<file path="src/rtl/seq_shift_right.sv">
// seq_shift_right: bit-serial right shifter (logical or arithmetic).
// A start loads the operand and shift amount. The result register then
// shifts right by one bit per cycle until the remaining count is used up.
// o_done pulses for one cycle when the result is final.
module seq_shift_right #(
  parameter int WIDTH   = 32,
  parameter int SHAMT_W = 5
) (
  input  logic               i_clk,
  input  logic               i_rst,
  input  logic               i_start,
  input  logic [WIDTH-1:0]   i_data,
  input  logic [SHAMT_W-1:0] i_shamt,
  input  logic               i_arith,
  output logic               o_busy,
  output logic               o_done,
  output logic [WIDTH-1:0]   o_data
);

  typedef enum logic [1:0] {
    IDLE  = 2'd0,
    SHIFT = 2'd1,
    DONE  = 2'd2
  } state_t;

  state_t             state_q, state_d;
  logic [WIDTH-1:0]   data_q,  data_d;
  logic [SHAMT_W-1:0] cnt_q,   cnt_d;
  logic               fill_q,  fill_d;

  // A start is only honoured outside SHIFT. Reset is asynchronous, so no
  // edge that sees i_rst high can accept a start.
  logic start_ok;
  assign start_ok = i_start && (state_q != SHIFT);

  // Next-state logic: load on an accepted start, otherwise shift or wind down.
  always_comb begin
    state_d = state_q;
    data_d  = data_q;
    cnt_d   = cnt_q;
    fill_d  = fill_q;
    case (state_q)
      IDLE, DONE: begin
        if (start_ok) begin
          data_d  = i_data;
          cnt_d   = i_shamt;
          fill_d  = i_arith & i_data[WIDTH-1];
          state_d = (i_shamt == '0) ? DONE : SHIFT;
        end else if (state_q == DONE) begin
          state_d = IDLE;
        end
      end
      SHIFT: begin
        data_d = {fill_q, data_q[WIDTH-1:1]};
        // Saturate at zero so the count can never wrap.
        if (cnt_q != '0) begin
          cnt_d = cnt_q - SHAMT_W'(1);
        end
        // This edge performs the last shift.
        if (cnt_q <= SHAMT_W'(1)) begin
          state_d = DONE;
        end
      end
      default: begin
        state_d = IDLE;
      end
    endcase
  end

  // State and datapath registers with asynchronous clear.
  always_ff @(posedge i_clk or posedge i_rst) begin
    if (i_rst) begin
      state_q <= IDLE;
      data_q  <= '0;
      cnt_q   <= '0;
      fill_q  <= 1'b0;
    end else begin
      state_q <= state_d;
      data_q  <= data_d;
      cnt_q   <= cnt_d;
      fill_q  <= fill_d;
    end
  end

  // The outputs are decoded directly from the registered state, so reset
  // clears them immediately.
  always_comb begin
    o_busy = (state_q == SHIFT);
    o_done = (state_q == DONE);
    o_data = data_q;
  end

endmodule

</file>
<file path="config.mk">
export PLATFORM = sky130hd
export DESIGN_NAME = seq_shift_right
export DESIGN_NICKNAME = d
export VERILOG_FILES = /design/src/rtl/seq_shift_right.sv
export SDC_FILE = /design/constraint.sdc
export NUM_CORES = 1
export LEC_CHECK = 0
export BUFFER_PORTS_ARGS = -buffer_cell sky130_fd_sc_hd__buf_2
export CAP_MARGIN = 0
export CORE_MARGIN = 1
export CORE_UTILIZATION = 52
export DETAILED_ROUTE_END_ITERATION = 16
export PLACE_DENSITY = 0.82
export SLEW_MARGIN = 10
export SYNTH_ARGS = -nofsm -noshare
export SYNTH_HDL_FRONTEND = slang
export SYNTH_SLANG_ARGS = --single-unit
</file>
<file path="constraint.sdc">
create_clock -name i_clk -period 3.2 [get_ports i_clk]
set_clock_uncertainty 0.2 [all_clocks]
set_input_delay 0.48 -clock i_clk [delete_from_list [all_inputs] [get_ports i_clk]]
set_output_delay 0.48 -clock i_clk [all_outputs]
set_load 0.1 [all_outputs]
</file>
==> out/results.ini <==
[outcome]
status=finished, final reports clean

[floorplan]
fp.coreArea_mm2=0.003468
die_h_um=63.23
core.rowCount=21
die_w_um=63.23
ioPinCount=75
start_util_pct=56.20
die_area_mm2=0.003997

[grt]
antenna_found_initial=0
grt_start_max_net_pins=74
grt_pass1_vias=1751
grt_usage_pct=24.28
grt_pass1_wl_um=7665
grt-ovfl-total=0

[clock_tree]
clkTransAtPathRegs_ns=0.08
post_cts_resized=0
cts_tree=built
clkLatencyLatePin_ns=0.29
postCtsSetupBuffers=0
clkSinkCount=40
clock_path_buffers=2
cts_hold_buf=0
htreeDepth=2
clock-root-buffer=clkbuf_8
numCtsBuffers=5

[synth]
yosysUniqueCellTypes=31
synth_top_area_share_pct=51.35
synthTopCellsByArea=dfrtp_1 (51%), nand2_1 (13%), a31oi_1 (10%)
avgSynthCellArea_um2=8.550
ys_seq_elements=40
ys_seq_area_share_pct=51.35
syn-cell-area_mm2=0.001949
syn_inst=228
syn-num-nets=271
ys_warn_count=0
synth-edff-count=0
async_flop_share_pct=100.0
yosys-top-cells-count=nand2_1 (66), dfrtp_1 (40), nor2_1 (36), a31oi_1 (32), buf_2 (15)
synth_ff_type=dfrtp_1
synth.most_common_cell=nand2_1
yosys.area.top_type=dfrtp_1

[place]
buffer_ports.inserted=74
hpwl_um=3155
place_ws_ns=1.212
place_congestion=0.8262
place_inst=336

[run]
drv_cap=0

[worst_setup_path]
startpoint=state_q[1]
crit_type=reg2out
cp_max_fo=6
startpoint_type=register
ff2ff_path_depth=4
crit_end=o_busy
crit_required_ns=2.52
r2r-start=state_q[1]
end_kind=output pin
r2r-end=cnt_q[3]
critPathArrivalTime_ns=1.48
reg2reg_slack_ns=1.23

[route]
route.detailed.drc=0
routed_wl_um=4399
final_antenna_net_count=0
first_pass_iters=4
first_iter_violations=124
vias_per_cell=5.381
dr_total_vias=1851
wl_per_cell_um=12.79

[timing]
min_period_over_period_pct=67.50
finalSetupTns_ns=0
maxSlewViolCount=0
finalHoldViolCount=0
setup_viol=0
relSlewSlack_pct=37.78
period_needed_ns=2.160
max_freq_ghz=0.4630
tightest_slew_ns=0.9322
grt_setup_unrepaired=false
finalWorstSetupSlack_ns=1.040

[layout]
stdcell_count=344
fillers=296
antennaDiodeCount=0
num-nets-final=340
syn_to_final_growth_pct=25.55
drive_gt1_share_pct=30.20

[min_path]
hp-class=in2async

## worst min path at each step
stage | slack (ns) | from | cells after the start | end
floorplan | 0.24 | fill_q | 2 | fill_q
global placement | 0.25 | fill_q | 2 | fill_q
detailed placement | 0.28 | fill_q | 2 | fill_q
CTS | 0.23 | i_rst | 2 | o_data[25]
global route | 0.22 | i_data[25] | 3 | o_data[25]
finish | 0.18 | i_rst | 2 | o_data[23]
## cell usage in the layout (no fill, tap or decap), types with 2 or more instances in the layout
master    count
clkbuf_8      6
mux2i_1       2
o211ai_1      2
inv_1         5
dfrtp_1      40
nand3_1       3
nor2_1       36
buf_4         5
buf_2        74
ha_1          2
nand2_1      66
a21oi_1       2
nor4b_1       2
a31oi_1      32
## area by class of cell
cell class	instances	area, µm²	share of cell area (%)
timing repair buffer	79	407.9	16.67
multi-input combinational	166	840.8	34.36
inverter	5	18.77	0.7669
tap	46	57.56	2.352
clock inverter	2	38.79	1.585
sequential	40	1001	40.90
clock buffer	6	82.58	3.374
## worst max-delay path, stage by stage, from the launching register on
cell      delay, ns
dfrtp_1        0.42
nand2b_2       0.20
inv_1          0.13
buf_2          0.45
## registers in the layout, indices dropped and copies added (netlist names)
register	cells
state_q	2
o_data	32
fill_q	1
cnt_q	5
## metal layers
metal | vias to the layer above | global-route usage [%] | wire [µm]
li1 | 919 | - | -
met4 | 0 | 5.966 | 35
met2 | 73 | 40.05 | 2077
met5 | - | 0 | 0
met1 | 854 | 32.39 | 2022
met3 | 5 | 5.435 | 265
## kinds of logic after synthesis
group | Yosys count | synth area share, %
AOI/OAI and AO/OA | 45 | 15.34
adders and majority gates | 2 | 1.283
buffers and inverters | 22 | 5.777
DFF | 40 | 51.35
muxes | 2 | 1.027
and+or+nand+nor | 117 | 25.22
## metrics by stage
stage          utilization (%)  hold slack (ns)  instance area [µm²]
2_1_floorplan                -           0.2386                 1949
3_3_place_gp             67.06           0.2507                 2326
3_5_place_dp             67.06           0.2800                 2326
4_1_cts                  70.56           0.2250                 2447
5_1_grt                  70.56           0.2194                 2447
6_report                 70.56           0.1844                 2447
Power is not shown: default switching activity piles up to over one toggle a cycle in this logic, so the estimate is an artifact.
